File: config.mk
export PLATFORM = sky130hd
export DESIGN_NAME = csr_commit
export DESIGN_NICKNAME = d
export VERILOG_FILES = /design/src/rtl/csr_commit_pkg.sv /design/src/rtl/csr_commit.sv
export SDC_FILE = /design/constraint.sdc
export NUM_CORES = 1
export LEC_CHECK = 0
export CORE_AREA = 5 5 181 183
export DETAILED_ROUTE_END_ITERATION = 10
export DIE_AREA = 0 0 186 188
export SLEW_MARGIN = 20
export SYNTH_ARGS = -nofsm -noshare
export SYNTH_HDL_FRONTEND = slang
export SYNTH_SLANG_ARGS = --single-unit
File: constraint.sdc
create_clock -name clk -period 32.2 [get_ports clk]
set_input_delay 6.44 -clock clk [delete_from_list [all_inputs] [get_ports clk]]
set_output_delay 6.44 -clock clk [all_outputs]
set_load 0.02 [all_outputs]
File: src/rtl/csr_commit_pkg.sv
// Shared constants for the WB-stage CSR commit block.
package csr_commit_pkg;

   // Exception codes
   localparam logic [5:0] ECODE_INT  = 6'h00;
   localparam logic [5:0] ECODE_ADEF = 6'h08;
   localparam logic [5:0] ECODE_SYS  = 6'h0B;
   localparam logic [5:0] ECODE_BRK  = 6'h0C;
   localparam logic [5:0] ECODE_INE  = 6'h0D;

   // Bit positions inside the one-hot ms_op field {ertn, csrxchg, csrwr, csrrd}
   localparam int unsigned OP_W       = 4;
   localparam int unsigned OP_CSRRD   = 0;
   localparam int unsigned OP_CSRWR   = 1;
   localparam int unsigned OP_CSRXCHG = 2;
   localparam int unsigned OP_ERTN    = 3;

   // Width of the MEM->WB bundle at the default 14-bit CSR number:
   // pc, op, csr_num, rj, rkd, rf_we, dest, result, ex, ecode, esubcode
   localparam int unsigned BUNDLE_W = 32 + OP_W + 14 + 32 + 32 + 1 + 5 + 32 + 1 + 6 + 9;

   typedef enum logic [1:0] {
      StIdle,
      StCommit,
      StKill
   } state_e;

endpackage

File: src/rtl/csr_commit.sv
// WB-stage commit: resolves the final exception, drives CSR accesses and the
// register-file writeback, and flushes the pipeline on exception or ertn.
module csr_commit
   import csr_commit_pkg::*;
#(
   parameter int unsigned KILL_CYCLES = 2,
   parameter int unsigned CSR_NUM_W   = 14
) (
   input  logic                 clk,
   input  logic                 reset,
   input  logic                 ms_to_ws_valid,
   output logic                 ws_allowin,
   input  logic [31:0]          ms_pc,
   input  logic [OP_W-1:0]      ms_op,
   input  logic [CSR_NUM_W-1:0] ms_csr_num,
   input  logic [31:0]          ms_rj_value,
   input  logic [31:0]          ms_rkd_value,
   input  logic                 ms_rf_we,
   input  logic [4:0]           ms_dest,
   input  logic [31:0]          ms_result,
   input  logic                 ms_ex,
   input  logic [5:0]           ms_ecode,
   input  logic [8:0]           ms_esubcode,
   input  logic                 has_int,
   input  logic [31:0]          csr_rvalue,
   input  logic [31:0]          ex_entry,
   input  logic [31:0]          ertn_pc,
   output logic                 csr_re,
   output logic [CSR_NUM_W-1:0] csr_num,
   output logic                 csr_we,
   output logic [31:0]          csr_wmask,
   output logic [31:0]          csr_wvalue,
   output logic                 wb_ex,
   output logic [5:0]           wb_ecode,
   output logic [8:0]           wb_esubcode,
   output logic [31:0]          wb_epc,
   output logic                 ertn_flush,
   output logic                 flush,
   output logic [31:0]          flush_pc,
   output logic                 rf_we,
   output logic [4:0]           rf_waddr,
   output logic [31:0]          rf_wdata
);

   state_e     state_q, state_d;
   logic [2:0] kill_cnt_q, kill_cnt_d;
   logic       accept, load, ex_f;

   // Held bundle
   logic [31:0]          pc_q, rj_q, rkd_q, result_q;
   logic [OP_W-1:0]      op_q;
   logic [CSR_NUM_W-1:0] csr_num_q;
   logic                 rf_we_q, ex_q;
   logic [4:0]           dest_q;
   logic [5:0]           ecode_q;
   logic [8:0]           esubcode_q;

   // WB retires every cycle, so it can always take a new bundle.
   assign ws_allowin = 1'b1;
   assign accept     = ms_to_ws_valid && ws_allowin;
   // Only bundles that will actually commit are captured; dropped ones leave no trace.
   assign load       = accept && (state_d == StCommit);

   // State and kill-window counter
   always_ff @(posedge clk) begin
      if (reset) begin
         state_q    <= StIdle;
         kill_cnt_q <= 3'd0;
      end else begin
         state_q    <= state_d;
         kill_cnt_q <= kill_cnt_d;
      end
   end

   // Capture the incoming MEM bundle
   always_ff @(posedge clk) begin
      if (load) begin
         pc_q       <= ms_pc;
         op_q       <= ms_op;
         csr_num_q  <= ms_csr_num;
         rj_q       <= ms_rj_value;
         rkd_q      <= ms_rkd_value;
         rf_we_q    <= ms_rf_we;
         dest_q     <= ms_dest;
         result_q   <= ms_result;
         ex_q       <= ms_ex;
         ecode_q    <= ms_ecode;
         esubcode_q <= ms_esubcode;
      end
   end

   // Commit decode: all side effects of the held bundle, same cycle
   always_comb begin
      ex_f        = 1'b0;
      csr_re      = 1'b0;
      csr_num     = '0;
      csr_we      = 1'b0;
      csr_wmask   = 32'h0;
      csr_wvalue  = 32'h0;
      wb_ex       = 1'b0;
      wb_ecode    = 6'h0;
      wb_esubcode = 9'h0;
      wb_epc      = 32'h0;
      ertn_flush  = 1'b0;
      flush       = 1'b0;
      flush_pc    = 32'h0;
      rf_we       = 1'b0;
      rf_waddr    = 5'h0;
      rf_wdata    = 32'h0;
      if (state_q == StCommit) begin
         // Interrupt outranks any earlier-stage exception and suppresses CSR/RF effects.
         ex_f = has_int || ex_q;
         if (ex_f) begin
            wb_ex       = 1'b1;
            wb_ecode    = has_int ? ECODE_INT : ecode_q;
            wb_esubcode = has_int ? 9'h0 : esubcode_q;
            wb_epc      = pc_q;
            flush       = 1'b1;
            flush_pc    = ex_entry;
         end else if (op_q[OP_ERTN]) begin
            ertn_flush = 1'b1;
            flush      = 1'b1;
            flush_pc   = ertn_pc;
         end else begin
            rf_we = rf_we_q && (dest_q != 5'd0);
            if (op_q[OP_CSRRD]) begin
               csr_re   = 1'b1;
               rf_wdata = csr_rvalue;
            end else if (op_q[OP_CSRWR] || op_q[OP_CSRXCHG]) begin
               // The destination register receives the old CSR value.
               csr_re     = 1'b1;
               csr_we     = 1'b1;
               csr_wmask  = op_q[OP_CSRXCHG] ? rj_q : 32'hFFFF_FFFF;
               csr_wvalue = rkd_q;
               rf_wdata   = csr_rvalue;
            end else begin
               rf_wdata = result_q;
            end
         end
         if (csr_re || csr_we) begin
            csr_num = csr_num_q;
         end
         if (rf_we) begin
            rf_waddr = dest_q;
         end
      end
   end

   // Next state: commit on accept, enter the kill window on flush
   always_comb begin
      state_d    = state_q;
      kill_cnt_d = kill_cnt_q;
      unique case (state_q)
         StIdle, StCommit: begin
            if (flush) begin
               state_d    = StKill;
               kill_cnt_d = 3'(KILL_CYCLES - 1);
            end else if (accept) begin
               state_d = StCommit;
            end else begin
               state_d = StIdle;
            end
         end
         StKill: begin
            if (kill_cnt_q == 3'd0) begin
               state_d = StIdle;
            end else begin
               kill_cnt_d = kill_cnt_q - 3'd1;
            end
         end
         default: begin
            state_d    = StIdle;
            kill_cnt_d = 3'd0;
         end
      endcase
   end

endmodule

; ---- After elaboration in Yosys (flattened, before gate mapping)
; Index checks and enable logic that the tools add are counted.
[op_classes]
addsub = 1
n_eq_ne = 5
muxes = 60
n_reduce_logical = 10
[ops]
columns = op, count
row1 = $mux 32, 21
row2 = $mux 14, 2
row3 = $mux 9, 3
row4 = $mux 1, 23
row5 = $mux 6, 3
row6 = $mux 5, 2
row7 = $mux 3, 2
row8 = $pmux 3 s2, 1
row9 = $reduce_bool 5->1, 1
row10 = $eq 2x1->1 const B, 2
row11 = $mux 2, 2
row12 = $ne 2x2->1 const B, 2
row13 = $pmux 2 s2, 1
row14 = $logic_not 3->1, 1
row15 = $logic_or 1x1->1, 3
row16 = $sub 3x1->3 const B, 1
row17 = $eq 2x2->1 const B, 1
row18 = $logic_and 1x1->1, 2
row19 = $logic_not 2->1, 1
row20 = $reduce_and 2->1, 1
row21 = $reduce_or 2->1, 1
[word_totals]
regBits = 173
output_inout_bits = 201

; ---- Longest topological paths before layout
[logic_depth]
ltp_word = 9
depth_mapped = 6
depth_no_buf = 5

; ---- Least setup slack after synthesis
; No wires, ideal clock.
[synth_timing]
path_kind = input -> register
from = in has_int
to = reg csr_num_q[0] (enable)
arrival_time_ns = 18.833
t_required_ns = 31.264
path_slack_ns = 12.431
path_stages = 2
n_path_buf = 0
cell_sequence = o31a_1 nor3b_1
[synth_via]
elab_chain_len = 7
[synth_rtl]
columns = item, line_no
row1 = from (decl), csr_commit.sv:24  ; input logic has_int,
row2 = $logic_or 1x1->1, csr_commit.sv:112  ; ex_f = has_int || ex_q;
row3 = $mux 1, csr_commit.sv:113  ; if (ex_f) begin
row4 = $mux 1, csr_commit.sv:110  ; if (state_q == StCommit) begin
row5 = $mux 2, csr_commit.sv:155  ; if (flush) begin
row6 = $pmux 2 s2, csr_commit.sv:153  ; unique case (state_q)
row7 = $eq 2x1->1, csr_commit.sv:62  ; assign load = accept && (state_d == StCommit);
row8 = $logic_and 1x1->1, csr_commit.sv:62
row9 = net load, csr_commit.sv:47  ; logic accept, load, ex_f;
row10 = to (signal assigned), csr_commit.sv:80  ; csr_num_q <= ms_csr_num;
row11 = to (decl), csr_commit.sv:52  ; logic [CSR_NUM_W-1:0] csr_num_q;
; The timed path passes the listed nets, and every way through them passes these cells.
; A chain may end at the register's enable or synchronous reset.

; ---- Worst setup path in the final report
[layout_timing]
from = in has_int
to = out csr_wvalue[30]
[layout_via]
elab_chain_len = 3
[layout_rtl]
columns = item, line_no
row1 = $logic_or 1x1->1, csr_commit.sv:112
row2 = $mux 32, csr_commit.sv:113
row3 = $mux 32, csr_commit.sv:110
row4 = to (decl), csr_commit.sv:32  ; output logic [31:0] csr_wvalue,
; Every way passes these cells.

==> Flow_metrics.wiki <==
{| class="wikitable"
! Metric !! Value
|-
| Final Net Count || between 1k and 1.5k
|-
| Port-buffer cells || approximately 470
|-
| Cell count after synthesis || 546
|-
| Total leakage power || 4.75 nW
|-
| Classification of the worst setup path || in2out
|-
| Final Hold Fails || 0
|-
| Via-per-instance ratio || 4.20
|-
| Count of unresolved DRC violations after routing || 0
|-
| Highest routed layer || met5
|-
| Final Routed Wirelength || 27000 um
|-
| Mapped Nets || 816
|-
| Power density relative to cell area || 43.6 nW/um^2
|-
| Fraction of layout instances using a drive strength above 1 || 4.52%
|-
| CTS root buf || sky130_fd_sc_hd__clkbuf_16
|-
| Number of buffers on the longest clock path || 2
|-
| Top-level port count || 469
|-
| Commonest cells in the synthesized netlist || sky130_fd_sc_hd__edfxtp_1, sky130_fd_sc_hd__and2_1, sky130_fd_sc_hd__a21oi_1, sky130_fd_sc_hd__nand2_1, sky130_fd_sc_hd__inv_1
|-
| Post-DRT Antenna Nets || 0
|-
| Post-cts sizing count || 0
|-
| EDFF count, synth || 168
|-
| Number of iterations in the first detailed-routing pass || 4
|-
| Largest delay share family, worst path || buffers and inverters
|-
| GPL Wtd Cong || 0.764
|-
| Prevailing post-synth register cell || sky130_fd_sc_hd__edfxtp_1
|-
| Library cell with the highest instance count after synthesis || sky130_fd_sc_hd__edfxtp_1
|-
| Post-CTS setup buffer count || 0
|-
| Pin count of the biggest net entering global routing || 73
|-
| Worst EP required || 25760 ps
|-
| Number of buffers added to fix hold violations after cts || 0
|-
| Met2 layer wire length in the routed design || 14300 um
|-
| Library cell occupying the most area in the post-synthesis netlist || sky130_fd_sc_hd__edfxtp_1
|-
| Warning count from the yosys run || 0
|-
| Ratio of final minimum period to clock period || 48.9%
|-
| Post-route met1 wirelength || 9390 um
|-
| CTS HTree Levels || 4
|-
| CTS sink count || 173
|-
| Inserted Diodes || 0
|-
| Std-Cell Core Area || ~31000 sq um
|-
| Share of flip-flops with an asynchronous set or reset after synthesis || 0%
|-
| TritonCTS clock tree || done
|-
| Transition time of the tightest slew-check pin || 945 ps
|-
| IR Drop Worst-Case VDD || 0.0324 mV
|-
| Insertion delay to the later sink of the worst-skew pair || between 400 and 500 ps
|-
| Crit end category || primary output
|-
| Area share of the largest cell type after synthesis || 69.6%
|-
| Post-DR wirelength/cell || 19.0 um
|-
| Distinct cells, synth || 36
|-
| Setup TNS || 0 ps
|-
| Flop and latch count out of synthesis || 173
|-
| Worst slew margin relative to its limit || 37.0%
|-
| Wire length on met3 || between 2000 and 3000 um
|-
| Wire length of the first global-routing pass || 38300 um
|-
| Minimum period implied by the final worst setup slack || 15750 ps
|-
| Fin util || between 40% and 50%
|-
| Worst setup SP type || primary input
|-
| Unrepaired setup endpoints after global routing || false
|-
| GRT Resource Usage Total || 14.8%
|-
| Crit path buf inv count || 4
|-
| Clock Pin Slew Worst Setup and Hold Paths || 60 ps
|-
| DR iter-0 viols || 263
|-
| Number of standard cells in the layout, taps in and fillers out || 1419
|-
| Reported max-cap violation count || 0
|-
| Gr ovfl total || 0
|-
| Half-perimeter wire length of the detailed placement result || 21100 um
|-
| Antenna violations before repair || 3
|-
| Via count of the routed design || 5956
|-
| Area contributors post-synth || sky130_fd_sc_hd__edfxtp_1, sky130_fd_sc_hd__and2_1, sky130_fd_sc_hd__a21oi_1, sky130_fd_sc_hd__a22o_1, sky130_fd_sc_hd__nand2_1
|-
| Endpoints failing setup || 0
|-
| Slew Viols, Final || 0
|-
| Die Y-Extent || approximately 190 um
|-
| Biggest fanout along the worst timing path || 33
|-
| Endpoint arrival time on the critical path || 9310 ps
|-
| Post-layout power || about 560 uW
|-
| Via count of the first global-routing pass || around 6.2k
|-
| DIE WIDTH || 186 um
|-
| Area growth from synthesis to final layout || 78.7%
|-
| Number of buffers added by the clock tree synthesis step || 17
|-
| Highest clock rate || roughly 0.063 GHz
|-
| Status || finished clean
|-
| Type of the most critical hold path || reg2reg
|-
| Placed Instances || 1387
|-
| Area of the die || 35000 sq um
|-
| Cell breakdown of the critical path || clkdlybuf4s50_1 -> nor4b_2 -> nand3_1 -> buf_4 -> inv_1 -> and2_1 -> clkdlybuf4s50_1
|-
| Starting Density || 23.3%
|-
| Worst path max stage delay || 650 ps
|-
| Setup skew after layout || 8.29 ps
|-
| Post-synthesis average cell area || between 10 and 15 sq um
|-
| Row count || 65
|-
| Most frequent CP cell || sky130_fd_sc_hd__clkdlybuf4s50_1
|-
| Seq/Total Area, Yosys || 71.0%
|-
| Area of the mapped netlist || 7250 sq um
|-
| Worst path slowest cell || sky130_fd_sc_hd__inv_1
|}
routing by layer:
metal / global-route usage (%) / vias to the layer above
met5: 0 / -
met4: 4.15 / 6
met3: 6.60 / 32
met2: 27.6 / 298
met1: 14.8 / 2766
li1: - / 2854
kinds of logic (layout without fill, tap and decap cells):
group / count (synthesis) / count (layout) / share of synthesized area, %
other: 1 / 1 / 0.0518
AO/OA/AOI/OAI: 108 / 108 / 9.51
flip-flops: 173 / 173 / 71.0
AND/OR/NAND/NOR: 188 / 188 / 14.4
buffers and inverters: 74 / 545 / 4.66
adder cells (fa/ha/maj): 2 / 2 / 0.345
through the flow:
| step | hold WS [ps] | instance area [sq um] | worst slack (ps) |
|---|---|---|---|
| 2_1_floorplan | 442 | 7250 | 12430 |
| 3_3_place_gp | 465 | 12300 | 16510 |
| 3_5_place_dp | 468 | 12300 | 16420 |
| 4_1_cts | 477 | 12900 | 16390 |
| 5_1_grt | 537 | 12900 | 16210 |
| 6_report | 477 | 12900 | 16450 |
power breakdown:
group / internal, mW / switching, mW
registers: 0.266 / 0.00499
logic: 0.0426 / 0.0303
clock network: 0.130 / 0.0900
total: 0.439 / 0.125
layout by cell type (no fill, tap or decap), drive strengths merged, types with 2 or more instances in the layout:
cell type      instances
o31ai                  2
clkinv                 2
nand2b                 2
nor3b                  5
bufinv                 4
nand2                 67
nor2b                  2
inv                   41
dfxtp                  5
ha                     2
buf                    9
clkdlybuf4s50        467
clkinvlp               3
a21oi                 67
clkbuf                19
nor2                   6
edfxtp               168
and3                  19
and2                  79
a21o                   2
a22o                  32
registers in the layout, summed over array words and instances (netlist names):
signal	cells
csr_num_q	14
dest_q	5
ecode_q	6
esubcode_q	9
ex_q	1
kill_cnt_q	3
op_q	4
pc_q	32
result_q	32
rf_we_q	1
rj_q	32
rkd_q	32
state_q	2
final cells by class:
class | instances | area [sq um]
Clock buffer | 19 | 433
Clock inverter | 13 | 185
Fill cell | 2965 | 18100
Inverter | 37 | 139
Multi-Input combinational cell | 299 | 1780
Sequential cell | 173 | 5140
Tap cell | 402 | 503
Timing Repair Buffer | 476 | 4760
tightest hold or removal path, delay by kind of cell, from the launching register on:
kind / cells / cell delay (ps)
DFF: 1 / 310
AOI/OAI and AO/OA: 2 / 120
final timing paths:
| check | end | slack, ps | depth (start not counted) | start |
|---|---|---|---|---|
| min | kill_cnt_q[1] | 480 | 2 | kill_cnt_q[1] |
| max reg2reg | rj_q[23] | 29560 | 4 | op_q[3] |
| max | csr_wvalue[30] | 16450 | 7 | has_int |
| min reg2reg | kill_cnt_q[1] | 480 | 2 | kill_cnt_q[1] |
Note: power is estimated with default switching activity, not from simulation.
